## src/rtl/can_frame_rx.sv

```systemverilog
// CAN base-format frame receiver: deserialises SOF..data, checks the fixed-zero
// control bits, runs CRC-15 and presents the frame as a one-cycle valid pulse.
module can_frame_rx (
    input  logic        clk,
    input  logic        rst,
    input  logic        bit_in,
    output logic [10:0] RX_ID,
    output logic [3:0]  RX_DLC,
    output logic [7:0]  RX_DATA [7:0],
    output logic        RX_VALID,
    output logic        RX_BUSY,
    output logic        RX_ERR,
    output logic [14:0] RX_CRC,
    output logic [6:0]  rx_index
);

    typedef enum logic [1:0] {IDLE, READY, RECV, DONE} state_t;

    state_t      state, state_nx;
    logic [10:0] id_sh, id_nx;
    logic [3:0]  dlc_sh, dlc_nx;
    logic [7:0]  data_sh [7:0];
    logic [7:0]  data_nx [7:0];
    logic [14:0] crc_sh, crc_nx;
    logic [3:0]  nbytes;
    logic [6:0]  last_idx;
    logic [5:0]  off;
    logic        form_err;
    logic        is_last;

    function automatic logic [14:0] crc_step(input logic [14:0] crc, input logic b);
        logic nxt;
        nxt = b ^ crc[14];
        crc_step = {crc[13:0], 1'b0} ^ (nxt ? 15'h4599 : 15'h0000);
    endfunction

    // Shadow-register next values with the bit currently on the wire folded in,
    // so the final sample can be published in the same edge.
    always_comb begin
        id_nx    = id_sh;
        dlc_nx   = dlc_sh;
        data_nx  = data_sh;
        crc_nx   = crc_step(crc_sh, bit_in);
        off      = rx_index[5:0] - 6'd19;
        if (rx_index >= 7'd1 && rx_index <= 7'd11)
            id_nx = {id_sh[9:0], bit_in};
        if (rx_index >= 7'd15 && rx_index <= 7'd18)
            dlc_nx = {dlc_sh[2:0], bit_in};
        if (rx_index >= 7'd19)
            data_nx[off[5:3]][3'd7 - off[2:0]] = bit_in;
        nbytes   = dlc_nx[3] ? 4'd8 : dlc_nx;
        last_idx = 7'd18 + {nbytes, 3'b000};
        form_err = (state == RECV) && bit_in && (rx_index >= 7'd12) && (rx_index <= 7'd14);
        is_last  = (state == RECV) && (rx_index >= 7'd18) && (rx_index == last_idx);
    end

    always_ff @(posedge clk) begin
        if (rst) state <= IDLE;
        else     state <= state_nx;
    end

    always_comb begin
        state_nx = state;
        case (state)
            IDLE:    if (bit_in) state_nx = READY;
            READY:   if (!bit_in) state_nx = RECV;
            RECV: begin
                if (form_err)     state_nx = IDLE;
                else if (is_last) state_nx = DONE;
            end
            default: state_nx = READY;
        endcase
    end

    assign RX_VALID = (state == DONE);
    assign RX_BUSY  = (state == RECV);

    always_ff @(posedge clk) begin
        if (rst) begin
            RX_ID    <= '0;
            RX_DLC   <= '0;
            RX_CRC   <= '0;
            RX_ERR   <= 1'b0;
            rx_index <= '0;
            id_sh    <= '0;
            dlc_sh   <= '0;
            crc_sh   <= '0;
            for (int i = 0; i < 8; i++) begin
                RX_DATA[i] <= '0;
                data_sh[i] <= '0;
            end
        end else begin
            RX_ERR <= form_err;
            case (state)
                READY: begin
                    if (!bit_in) begin
                        rx_index <= 7'd1;
                        crc_sh   <= crc_step(15'h0000, bit_in);
                        id_sh    <= '0;
                        dlc_sh   <= '0;
                        for (int i = 0; i < 8; i++) data_sh[i] <= '0;
                    end
                end
                RECV: begin
                    if (form_err) begin
                        rx_index <= '0;
                    end else begin
                        id_sh  <= id_nx;
                        dlc_sh <= dlc_nx;
                        crc_sh <= crc_nx;
                        for (int i = 0; i < 8; i++) data_sh[i] <= data_nx[i];
                        if (is_last) begin
                            rx_index <= '0;
                            RX_ID    <= id_nx;
                            RX_DLC   <= dlc_nx;
                            RX_CRC   <= crc_nx;
                            for (int i = 0; i < 8; i++) RX_DATA[i] <= data_nx[i];
                        end else begin
                            rx_index <= rx_index + 7'd1;
                        end
                    end
                end
                default: rx_index <= '0;
            endcase
        end
    end

endmodule
```

## config.mk

```make
export PLATFORM = sky130hd
export DESIGN_NAME = can_frame_rx
export DESIGN_NICKNAME = d
export VERILOG_FILES = /design/src/rtl/can_frame_rx.sv
export SDC_FILE = /design/constraint.sdc
export NUM_CORES = 1
export LEC_CHECK = 0
export CORE_MARGIN = 2
export CORE_UTILIZATION = 47
export DETAILED_ROUTE_END_ITERATION = 10
export HOLD_SLACK_MARGIN = 0.08
export PLACE_DENSITY = 0.75
export SYNTH_ARGS = -nofsm -noshare
export SYNTH_HDL_FRONTEND = slang
export SYNTH_SLANG_ARGS = --single-unit
```

## constraint.sdc

```tcl
create_clock -name clk -period 11 [get_ports clk]
set_input_delay 1.1 -clock clk [delete_from_list [all_inputs] [get_ports clk]]
set_output_delay 1.1 -clock clk [all_outputs]
set_load 0.01 [all_outputs]
```

==> PnR_summary.wiki <==
{| class="wikitable"
! Metric !! Value
|-
| Root Buffer Master || clkbuf_16
|-
| Remaining DRCs || 0
|-
| Number of max-cap violations || 0
|-
| Net count of the finished layout || 1,053
|-
| RSZ-0062 raised after global routing || false
|-
| Width of the die || 142 µm
|-
| WP depth || 14
|-
| Min Clock Period, post-route || 5.24 ns
|-
| Post-Layout Inst Area || 10,500 µm²
|-
| Count of final hold-check violations || 0
|-
| DRT antenna net count || 0
|-
| Critical Path Sink Type || flop
|-
| Max_slew headroom || 21.9%
|-
| HP Class || reg2reg
|-
| DIE AREA || 20,100 µm²
|-
| Final Max Tran Viols || 0
|-
| Fin Clk Skew || 0.0139 ns
|-
| Cell variety after synth || 61
|-
| Post-layout instance count excluding filler cells || 1,287
|-
| Final-layout fill cell count || 1,683
|-
| Post-DP Area || 9970 µm²
|-
| Effective utilization at floorplan || 47.8%
|-
| Buffers added on ports || 106
|-
| Worst-path clk slew || 0.07 ns
|-
| HPWL Detailed || 13,300 µm
|-
| Top cell type's share of synthesized area || 44.5%
|-
| Crit path cell chain || ha_1, a21oi_1, o32a_1, nor2_1, nor3_1, a31o_2, ha_1, nor2_1, o21ai_0, a211oi_1, a21boi_4, buf_4, nor2_1, a211oi_1
|-
| Worst Tran Pin Value || 1.16 ns
|-
| I/O pin count || 107
|-
| DR WL/cell || 16.8 µm
|-
| Run status || complete, no violations
|-
| Setup violations, final || 0
|-
| Clock Path Buffers || 2
|-
| Sequential fraction of the synthesis area || 44.5%
|-
| TNS Setup || 0 ns
|-
| Remaining global-route overflow || 0
|-
| Height of the chip || 142 µm
|-
| Worst setup timing slack at the placement stage || 5.89 ns
|-
| Syn_nets || 1,003
|-
| Ys flop type || dfxtp_1
|-
| Main area contributors after synthesis || dfxtp_1 45%, mux2i_1 10%, nor2_1 9.1%, a22oi_1 4.9%, a211oi_1 4.2%
|-
| Maximum fanout encountered on the critical timing path || 110
|-
| Maximum single-stage delay on the critical path || 0.79 ns
|-
| Register-to-Register Path Depth || 14
|-
| Worst setup path endpoint || RX_DATA[27]
|-
| Max VDD drop || 0.126 mV
|-
| Area growth syn-to-layout || 18.1%
|-
| Upper clock frequency limit || 191 MHz
|-
| CP Launch Point || rx_index[0]
|-
| Reg2Reg Launch Point || rx_index[0]
|-
| Worst R2R End || RX_DATA[27]
|-
| Setup slack of the worst register-to-register path || 5.76 ns
|-
| Yosys Warn Count || 0
|-
| Detailed-route vias per instance || 5.69
|-
| Synth Register Bits || 198
|-
| Post-cts sizing count || 0
|-
| Leading area contributor after synthesis || dfxtp_1
|-
| PnR worst setup slack || 5.76 ns
|-
| Count of hold-fix buffers inserted at cts || 0
|-
| Pin count of the biggest net entering global routing || 112
|-
| TritonCTS clock tree || built
|-
| Most frequent cell on the critical path || nor2_1
|-
| Clock buffer count from CTS || 17
|-
| Share of flip-flops with an asynchronous set or reset after synthesis || 0%
|-
| Drt first-iter violations || 782
|-
| Synthesized area divided by synthesized cell count || 8.98 µm²
|-
| Startpoint types || flop
|-
| Arrival time of the worst setup path || 5.58 ns
|-
| Antenna violations before repair || 0
|-
| Number of buffers and inverters on the critical path || 1
|-
| Top delay family on crit path || compound AO/OA/AOI/OAI gates
|-
| Mapped Area || 8900 µm²
|-
| Core area || 18,600 µm²
|-
| Aggregate routed wire length || 21,600 µm
|-
| CTS H-Tree Depth || 4
|-
| Final Hold Slack || 0.483 ns
|-
| Source-to-sink clock delay at the later pin of the worst-skew pair || 0.44 ns
|-
| First-pass GRT wire length || 34,700 µm
|-
| # diodes || 0
|-
| Postcts setup bufs || 0
|-
| Number of enable-type register cells in the synthesized netlist || 0
|-
| Required arrival time at the worst endpoint || 11.34 ns
|-
| Final estimated routing congestion in global placement || 0.887
|-
| Count of clock tree sinks || 198
|-
| DP Cell Count || 1,256
|-
| Cell row count || 50
|-
| Most frequent cells in the layout || 215 x nor2_1, 198 x dfxtp_1, 104 x clkdlybuf4s50_1
|-
| Static leakage || 3.58 nW
|-
| Power density over the cells || 134 nW/µm²
|-
| Share of cells above drive strength 1 || 7.79%
|-
| Pre-Repair DR Iteration Count || 6
|-
| Fin crit share || 47.7%
|-
| Highest-delay cell along the critical path || buf_4
|-
| Post-synthesis cell count || 991
|-
| Aggregate global-route resource usage || 21.5%
|-
| Vias in the first global route || 6,746
|-
| Most common cell after layout, fill and taps aside || nor2_1
|-
| Detailed-route via count || 7,327
|-
| Class of the most critical setup path || reg2reg
|}
-- cells in the mapped netlist (all sizes together) (6+ instances only) --
master and n:
xnor2 11, buf 28, nor2 216, clkbuf 57, a211oi 51, a21oi 18
a31oi 6, ha 9, a2bb2oi 34, nand3 10, nor3 11, nand2 56
inv 10, o21ai 24, and3 6, mux2 30, nor2b 7, mux2i 89
dfxtp 198, a22oi 58
-- state kept, by name, indices dropped and copies added, names as in the netlist --
register / count
RX_DLC: 4
RX_ID: 11
rx_index: 7
state: 2
RX_DATA: 64
crc_sh: 15
RX_ERR: 1
dlc_sh: 4
data_sh: 64
id_sh: 11
RX_CRC: 15
-- logic make-up after synthesis --
| family | after synthesis | synth area share [%] |
|---|---|---|
| simple gates | 334 | 15.8 |
| compound gates | 224 | 18.6 |
| flops | 198 | 44.5 |
| mux | 119 | 13.8 |
| buf+inv | 95 | 4.79 |
| xor+xnor | 12 | 1.18 |
| fa+ha+maj | 9 | 1.26 |
-- worst min-delay path: stages (launching register included) --
cell	delay, ns
dfxtp_1	0.31
nand2b_1	0.07
a21oi_1	0.06
-- how the worst min path moves through the flow --
stage	slack, ns	startpoint	depth (start not counted)	end
after floorplan	0.46	data_sh[15]	2	data_sh[15]
after global placement	0.46	data_sh[8]	2	data_sh[8]
after detailed placement	0.47	RX_DLC[3]	2	RX_DLC[3]
after CTS	0.48	RX_DLC[3]	2	RX_DLC[3]
after global routing	0.50	RX_DLC[3]	2	RX_DLC[3]
final	0.48	RX_DLC[3]	2	RX_DLC[3]
-- stage by stage --
| step | power, mW | util, % |
|---|---|---|
| floorplan | 0.815 | - |
| global placement | 0.842 | 53.5 |
| detailed placement | 0.842 | 53.5 |
| CTS | 1.41 | 56.4 |
| global route | 1.45 | 56.4 |
| finish | 1.41 | 56.4 |
-- report_power, final --
part           switching, mW  internal (mW)  leakage, nW
combinational         0.0822         0.0226         1.74
sequential           0.00323          0.719         1.59
clock                  0.282          0.298        0.248
total                  0.368           1.04         3.58
-- layout make-up --
class / count / area [µm²] / share of cell area [%]
tap: 234 / 293 / 2.79
multi-input combinational: 698 / 4540 / 43.2
clock inverter: 12 / 98.8 / 0.940
sequential: 198 / 3960 / 37.7
inverter: 10 / 37.5 / 0.357
timing repair buffer: 116 / 1130 / 10.8
clock buffer: 19 / 443 / 4.21
-- routing by layer --
layer / track usage, % / routed length [µm] / share of wire (%) / vias up
li1: - / - / - / 3625
met3: 6.48 / 1390 / 6.4 / 25
met1: 28.1 / 9870 / 46 / 3490
met4: 6.26 / 265 / 1.2 / 0
met2: 34.4 / 10100 / 47 / 187
met5: 0 / 0 / 0 / -
No activity file was read; power rests on OpenSTA's default activity.
